[config.mk]
export PLATFORM = sky130hd
export DESIGN_NAME = hilo_mult_unit
export DESIGN_NICKNAME = d
export VERILOG_FILES = /design/src/rtl/hilo_mult_unit.sv
export SDC_FILE = /design/constraint.sdc
export NUM_CORES = 1
export LEC_CHECK = 0
export BUFFER_PORTS_ARGS = -buffer_cell sky130_fd_sc_hd__buf_2
export CAP_MARGIN = 10
export CORE_UTILIZATION = 35
export CTS_BUF_LIST = sky130_fd_sc_hd__clkbuf_4
export DETAILED_ROUTE_END_ITERATION = 6
export PLACE_DENSITY_LB_ADDON = 0.08
export SETUP_SLACK_MARGIN = 0.15
export SYNTH_ARGS = -nofsm -noshare
export SYNTH_HDL_FRONTEND = slang
export SYNTH_SLANG_ARGS = --single-unit
[constraint.sdc]
create_clock -name Clk -period 5.8 [get_ports Clk]
set_input_delay 1.16 -clock Clk [delete_from_list [all_inputs] [get_ports Clk]]
set_output_delay 1.16 -clock Clk [all_outputs]
set_load 0.02 [all_outputs]
[src/rtl/hilo_mult_unit.sv]
// hilo_mult_unit: iterative signed HI/LO multiply / multiply-accumulate unit
// for the EX stage. This unit owns the architectural HI and LO registers.
//   Clk, Reset (async, active-low)
//   Start, ALUCtl[4:0], HiLoWrite : request from ALU control decode
//   Flush                        : abort an in-flight multiply
//   A, B [WIDTH]                 : rs / rt operands
//   Busy, Done                   : registered status (Done is a 1-cycle pulse)
//   Hi, Lo [WIDTH]               : HI/LO registers
//   Result [WIDTH]               : low word of the last committed mul
module hilo_mult_unit #(
  parameter int unsigned WIDTH = 32
) (
  input  logic             Clk,
  input  logic             Reset,
  input  logic             Start,
  input  logic [4:0]       ALUCtl,
  input  logic             HiLoWrite,
  input  logic             Flush,
  input  logic [WIDTH-1:0] A,
  input  logic [WIDTH-1:0] B,
  output logic             Busy,
  output logic             Done,
  output logic [WIDTH-1:0] Hi,
  output logic [WIDTH-1:0] Lo,
  output logic [WIDTH-1:0] Result
);

  localparam int unsigned PW = 2 * WIDTH;
  localparam int unsigned CW = $clog2(WIDTH + 1);

  localparam logic [4:0] OP_MULT = 5'b00101;
  localparam logic [4:0] OP_MADD = 5'b01100;
  localparam logic [4:0] OP_MSUB = 5'b01101;
  localparam logic [4:0] OP_MUL  = 5'b11000;
  localparam logic [4:0] OP_MTHI = 5'b10001;
  localparam logic [4:0] OP_MTLO = 5'b10011;

  typedef enum logic [1:0] {
    S_IDLE   = 2'd0,
    S_RUN    = 2'd1,
    S_FINISH = 2'd2
  } state_e;

  state_e           state_q, state_d;
  logic [CW-1:0]    cnt_q, cnt_d;
  logic [PW-1:0]    mcand_q, mcand_d;
  logic [WIDTH-1:0] mplier_q, mplier_d;
  logic [PW-1:0]    prod_q, prod_d;
  logic             sign_q, sign_d;
  logic [4:0]       op_q, op_d;
  logic [WIDTH-1:0] hi_q, hi_d;
  logic [WIDTH-1:0] lo_q, lo_d;
  logic [WIDTH-1:0] result_q, result_d;
  logic             busy_q, busy_d;
  logic             done_q, done_d;

  logic             mult_op_c;
  logic [WIDTH-1:0] abs_a_c;
  logic [WIDTH-1:0] abs_b_c;
  logic [PW-1:0]    signed_prod_c;
  logic [PW-1:0]    hilo_c;

  assign mult_op_c = (ALUCtl == OP_MULT) || (ALUCtl == OP_MADD) ||
                     (ALUCtl == OP_MSUB) || (ALUCtl == OP_MUL);

  // Magnitudes; the most negative value maps to 2^(WIDTH-1), still valid unsigned.
  assign abs_a_c = A[WIDTH-1] ? WIDTH'(-A) : A;
  assign abs_b_c = B[WIDTH-1] ? WIDTH'(-B) : B;

  assign signed_prod_c = sign_q ? PW'(-prod_q) : prod_q;
  assign hilo_c        = {hi_q, lo_q};

  // Next-state and datapath logic.
  always_comb begin
    state_d  = state_q;
    cnt_d    = cnt_q;
    mcand_d  = mcand_q;
    mplier_d = mplier_q;
    prod_d   = prod_q;
    sign_d   = sign_q;
    op_d     = op_q;
    hi_d     = hi_q;
    lo_d     = lo_q;
    result_d = result_q;
    done_d   = 1'b0;

    unique case (state_q)
      S_IDLE: begin
        if (Start && HiLoWrite) begin
          if (mult_op_c) begin
            mcand_d  = PW'(abs_a_c);
            mplier_d = abs_b_c;
            prod_d   = '0;
            sign_d   = A[WIDTH-1] ^ B[WIDTH-1];
            op_d     = ALUCtl;
            cnt_d    = '0;
            state_d  = S_RUN;
          end else if (ALUCtl == OP_MTHI) begin
            hi_d = A;
          end else if (ALUCtl == OP_MTLO) begin
            lo_d = A;
          end
        end
      end

      S_RUN: begin
        if (Flush) begin
          state_d = S_IDLE;
        end else begin
          // Radix-2 shift-add: one multiplier bit per cycle.
          if (mplier_q[0]) begin
            prod_d = prod_q + mcand_q;
          end
          mcand_d  = mcand_q << 1;
          mplier_d = mplier_q >> 1;
          cnt_d    = cnt_q + CW'(1);
          if (cnt_q == CW'(WIDTH - 1)) begin
            state_d = S_FINISH;
          end
        end
      end

      S_FINISH: begin
        // Commit regardless of Flush; accumulate wraps modulo 2^(2*WIDTH).
        unique case (op_q)
          OP_MADD: {hi_d, lo_d} = hilo_c + signed_prod_c;
          OP_MSUB: {hi_d, lo_d} = hilo_c - signed_prod_c;
          default: {hi_d, lo_d} = signed_prod_c;
        endcase
        if (op_q == OP_MUL) begin
          result_d = signed_prod_c[WIDTH-1:0];
        end
        done_d  = 1'b1;
        state_d = S_IDLE;
      end

      default: state_d = S_IDLE;
    endcase

    busy_d = (state_d != S_IDLE);
  end

  // State and output registers.
  always_ff @(posedge Clk or negedge Reset) begin
    if (!Reset) begin
      state_q  <= S_IDLE;
      cnt_q    <= '0;
      mcand_q  <= '0;
      mplier_q <= '0;
      prod_q   <= '0;
      sign_q   <= 1'b0;
      op_q     <= '0;
      hi_q     <= '0;
      lo_q     <= '0;
      result_q <= '0;
      busy_q   <= 1'b0;
      done_q   <= 1'b0;
    end else begin
      state_q  <= state_d;
      cnt_q    <= cnt_d;
      mcand_q  <= mcand_d;
      mplier_q <= mplier_d;
      prod_q   <= prod_d;
      sign_q   <= sign_d;
      op_q     <= op_d;
      hi_q     <= hi_d;
      lo_q     <= lo_d;
      result_q <= result_d;
      busy_q   <= busy_d;
      done_q   <= done_d;
    end
  end

  assign Busy   = busy_q;
  assign Done   = done_q;
  assign Hi     = hi_q;
  assign Lo     = lo_q;
  assign Result = result_q;

endmodule

== Word level (Yosys, flattened, before mapping) ==
Index checks and enable logic that the tools add are counted.

* Bits in registers: 272
* Bits in latches: 0
* RAM bits: 0
* Bits in read-only memories: 0
* Bits of input ports: 74
* Logic and storage cells: 91
* Memories: 0

* Add/sub/neg operators: 7
* Multipliers: 0
* Divide/modulo/power cells: 0
* Order comparisons: 0
* Equality and inequality tests: 20
* Shifts and indexed selects: 0
* Muxes and demuxes: 37
* Bitwise logic cells: 1
* Reduce and logical (&&, ||, !) cells: 14

{| class="wikitable"
|+ Operators by type and width
! kind !! number
|-
| $mux 64 || 8
|-
| $mux 32 || 12
|-
| $pmux 32 s2 || 5
|-
| $pmux 64 s2 || 2
|-
| $add 64x64->64 || 2
|-
| $neg 32->32 || 2
|-
| $neg 64->64 || 1
|-
| $sub 64x64->64 || 1
|-
| $eq 5x4->1 const B || 4
|-
| $eq 5x5->1 const B || 4
|-
| $mux 6 || 3
|-
| $ne 2x2->1 const B || 8
|-
| $pmux 6 s2 || 1
|-
| $reduce_and 5->1 || 2
|-
| $mux 2 || 4
|-
| $reduce_and 4->1 || 2
|-
| $add 6x1->6 const B || 1
|-
| $eq 6x5->1 const B || 1
|-
| $reduce_bool 2->1 || 3
|-
| $eq 5x3->1 const B || 1
|-
| $pmux 2 s2 || 1
|-
| $logic_or 1x1->1 || 3
|-
| $reduce_and 3->1 || 1
|-
| $eq 2x1->1 const B || 1
|-
| other kinds (6) || 6
|}

== Longest topological paths before layout ==
* Depth in word-level cells: 8
* Depth in mapped cells: 25
* Mapped depth without buffers: 22

== Worst setup path after synthesis ==
OpenSTA, ideal clock, no wires.

* Kind: register to register
* From: register prod_q[11]
* To: register hi_q[29], in the netlist Hi[29]
* Arrival time: 5.867 ns
* Required time: 5.717 ns
* Slack: -0.149 ns
* Cell stages (with the launch flop): 23
* Buffers on the path: 3
* Clock period less this slack: 5.949 ns
* Path through: dfrtp_1 or4_4 or4b_4 or3b_1 buf_2 or4b_4 buf_6 o31ai_1 xor2_1 inv_1 ha_1 clkbuf_1 inv_1 nor3_1 nand2_1 or4_1 o21ai_0 a211oi_1 o31a_1 o31ai_1 a211oi_1 xor2_1 o21ai_0

* Word-level cells in the longest chain between the ends: 5
* Elaborated cells on any way between the ends: 6
* Classes of those cells: 3 x add/sub; 3 x mux

{| class="wikitable"
|+ Ends and longest elaborated chain
! item !! line !! text
|-
| start, declared || 48 || <nowiki>logic [PW-1:0] prod_q, prod_d;</nowiki>
|-
| start signal, assigned || 163 || <nowiki>prod_q <= prod_d;</nowiki>
|-
| $neg 64->64 || 70 || <nowiki>assign signed_prod_c = sign_q ? PW'(-prod_q) : prod_q;</nowiki>
|-
| $mux 64 * || 70 ||
|-
| $sub 64x64->64 or $add 64x64->64 (tied branches) || 127, 126 ||
|-
| $pmux 32 s2 * || 125 || <nowiki>unique case (op_q)</nowiki>
|-
| $pmux 32 s2 * || 87 || <nowiki>unique case (state_q)</nowiki>
|-
| end signal, assigned || 166 || <nowiki>hi_q <= hi_d;</nowiki>
|-
| end, declared || 51 || <nowiki>logic [WIDTH-1:0] hi_q, hi_d;</nowiki>
|}

Mark *: on every way between the ends. The rest lies on a longest branch, timed or not.
A chain may end at the register's enable or synchronous reset.

== Worst setup path after layout ==
* From: register prod_q[10]
* To: register hi_q[28], in the netlist Hi[28]

The elaborated chain is that of the path after synthesis.

==> reports/qor.yml <==
design_area_sq_um: 33800
crit_path_top_delay_cell: "or4b_4"
cp_cell_sequence: "or4_4, or4b_4, or3b_4, or4b_4, buf_6, nand2b_4, o21ai_2, xor2_2, inv_1, ha_4, buf_6, nand2b_1, a21oi_2, o21ai_2, a21oi_2, o41ai_2, buf_4, o41a_1, o211ai_1, buf_4, a31oi_4, o31a_1, o221ai_1, a2bb2oi_1"
leakage_nw: 15.9
final_cell_count_no_fill: 4991
placed_area_sq_um: 30900
dieArea_sq_um: 73900
drive_gt1_share_pct: 27.8
io_buffers: 171
end_kind: "flop"
antenna_found_initial: 6
period_share_pct: 102
setup_viol: 10
synth_area_sq_um: 25500
drt-total-wl_um: 115000
dp_hpwl_um: 89800
worstMarginPinSlew_ns: 1.13
r2r_end: "Hi[28]"
pre_cts_ws_ns: -0.748
syn_inst: 3343
synth_edf_count: 0
status: "complete, but fails checks"
worst-endpoint-arrival_ns: 6.67
critPathTopFamily: "simple AND/OR/NAND/NOR gates"
pin_count: 172
start_util_pct: 35.5
netlist_top_cells_count: "nand2_1 (423), a21oi_1 (318), o21ai_0 (282), nor2_1 (281), dfrtp_1 (272)"
dp_cells: 4788
timing.final.ws_setup_ns: -0.112
drt_first_pass_iters: 7
synth.most_common_cell: "nand2_1"
die_height_um: 272
fin_skew_ns: 0.0829
min_period_ns: 5.91
via_per_inst: 5.64
peakVddDrop_mv: 0.249
finalWeightedCongestion: 1.00
setup.worst_path.start_class: "flop"
power.density_nw_per_um2: 518
cts_made_buffers: 86
synth_fp_nets: 3627
critPathBufInv: 5
synth_top_area_share_pct: 26.7
drt-initial-drc-count: 2405
yosys_register_bits: 272
fmax_mhz: 169
synthArstFlopShare_pct: 100
grt_use_total_pct: 30.7
critPathMaxStageDelay_ns: 0.55
num_rows: 98
clockBufferDepth: 3
routed-via-count: 28144
hold_path_class: "primary input to asynchronous set/reset pin"
postRouteAntennaNets: 0
power_w: 0.0175
slew_headroom_pct: 24.3
regToRegSetupSlack_ns: -0.11
whs_ns: 0.261
grt_pass1_wl_um: 172000
nets: 4260
detail_route.wl_per_cell_um: 23.1
htree_levels: 3
synth_area_leaders: "dfrtp_1 (27%), ha_1 (10%), a21oi_1 (6.2%), nand2_1 (6.2%), xnor2_1 (5.9%)"
regToRegStartpoint: "prod_q[10]"
synth_flop_cell: "dfrtp_1"
cp_data_required_time_ns: 6.56
ys_warn_count: 0
synth.avg_cell_area_sq_um: 7.62
clk_latency_ns: 0.90
postCtsHoldBufs: 0
clockRootBuffer: "clkbuf_4"
area_growth_pct: 32.5
drv_slew: 0
violations: "setup timing"
tritoncts: "done"
clk_pin_slew_ns: 0.06
drc_errors: 0
grt_pass1_vias: 27171
grt_max_degree: 106
die_w_um: 272
critPathMaxFanout: 8
r2r_cells: 24
ys_types: 84
hold_viol_final: 0
fill_cells: 7303
maxCapViolations: 0
cts_sinks: 272
rsz0062_at_grt: "yes"
coreArea_sq_um: 71700
criticalPathCategory: "flop to flop"
ys_seq_area_share_pct: 26.7
grt_overflow: 0
synth_area_leader_cell: "dfrtp_1"
[metal layers]
metal  part of all wire [%]  GRT usage (%)  up-vias
li1                       -              -    13377
met1                     50           46.8    13653
met2                     41           43.7      952
met3                    6.7           4.46      162
met4                    3.2           9.95        0
met5                      0              0        -
[where the power goes]
part | switching, W | internal (W)
sequential | 0.000393 | 0.00223
combinational | 0.00720 | 0.00568
clock | 0.000999 | 0.000990
total | 0.00859 | 0.00890
[sequential cells by signal (all words and copies together) (netlist names)]
signal	cells
state_q	2
Hi	32
cnt_q	6
Busy	1
Done	1
prod_q	64
op_q	5
Lo	32
mplier_q	32
Result	32
sign_q	1
mcand_q	64
[cells in the final DEF (no fill, tap or decap), types with 33 or more instances in the layout]
master	count
buf_2	170
a31oi_1	51
dfrtp_1	270
o21ai_0	239
o31ai_1	46
nand4_1	43
a21oi_1	280
a22o_1	59
xnor2_1	163
nand2b_1	33
xor2_1	71
nand3_1	77
o211ai_1	36
nor3_1	33
buf_4	559
inv_1	156
o21bai_1	45
nand2_1	415
a211oi_1	41
a21oi_2	33
ha_1	186
a21o_1	68
nor2_1	269
clkbuf_4	118
[area by class of cell]
type / count / area (sq um) / share of cell area [%]
multi-input cells: 2702 / 18800 / 55.7
well taps: 950 / 1190 / 3.52
repair buffers: 748 / 5280 / 15.6
clock buffers: 118 / 886 / 2.62
inverters: 166 / 626 / 1.85
diodes: 5 / 12.5 / 0.0370
flip-flops and latches: 272 / 6810 / 20.2
clock inverters: 30 / 173 / 0.511
[cells by family (layout without fill, tap and decap cells)]
logic type / Yosys count / count (layout) / synth area share, %
compound gates: 1156 / 1156 / 29.1
xor+xnor: 250 / 250 / 8.62
fa+ha+maj: 210 / 210 / 10.4
buf+inv: 369 / 1062 / 5.48
flops: 272 / 272 / 26.7
mux: 17 / 17 / 0.673
other cells: 0 / 5 / 0
simple gates: 1069 / 1069 / 19.0
[worst max path at each step]
stage               startpoint  endpoint  slack (ns)  cells past startpoint
finish              prod_q[10]    Hi[28]       -0.11                     24
global route        prod_q[13]    Hi[31]       -0.30                     21
CTS                 prod_q[10]    Hi[28]       -0.11                     21
detailed placement  prod_q[13]    Hi[28]       -0.75                     25
global placement    prod_q[13]    Hi[28]       -0.65                     25
floorplan           prod_q[10]    Hi[29]        0.10                     23
[metrics by stage]
stage	util, %	setup TNS [ns]
finish	47.1	-0.531
global route	47.1	-3.72
CTS	46.2	-0.666
detailed placement	43.1	-9.31
global placement	43.1	-8.73
floorplan	-	0
[worst reg2reg max path, stage by stage, from the launching register on]
cell	delay (ns)
dfrtp_1	0.38
or4_4	0.51
or4b_4	0.49
or3b_4	0.43
or4b_4	0.56
buf_6	0.16
nand2b_4	0.18
o21ai_2	0.16
xor2_2	0.18
inv_1	0.09
ha_4	0.22
buf_6	0.14
nand2b_1	0.16
a21oi_2	0.14
o21ai_2	0.08
a21oi_2	0.19
o41ai_2	0.08
buf_4	0.15
o41a_1	0.43
o211ai_1	0.22
buf_4	0.22
a31oi_4	0.09
o31a_1	0.25
o221ai_1	0.14
a2bb2oi_1	0.16
[repair_timing]
action                                  CTS  global route
cloned                                    0             0
endpoints found under the setup margin   36            36
gates resized for setup                 192           114
buffers inserted                         35            15
pin swaps                                81            55
No activity file was read; power rests on OpenSTA's default activity.
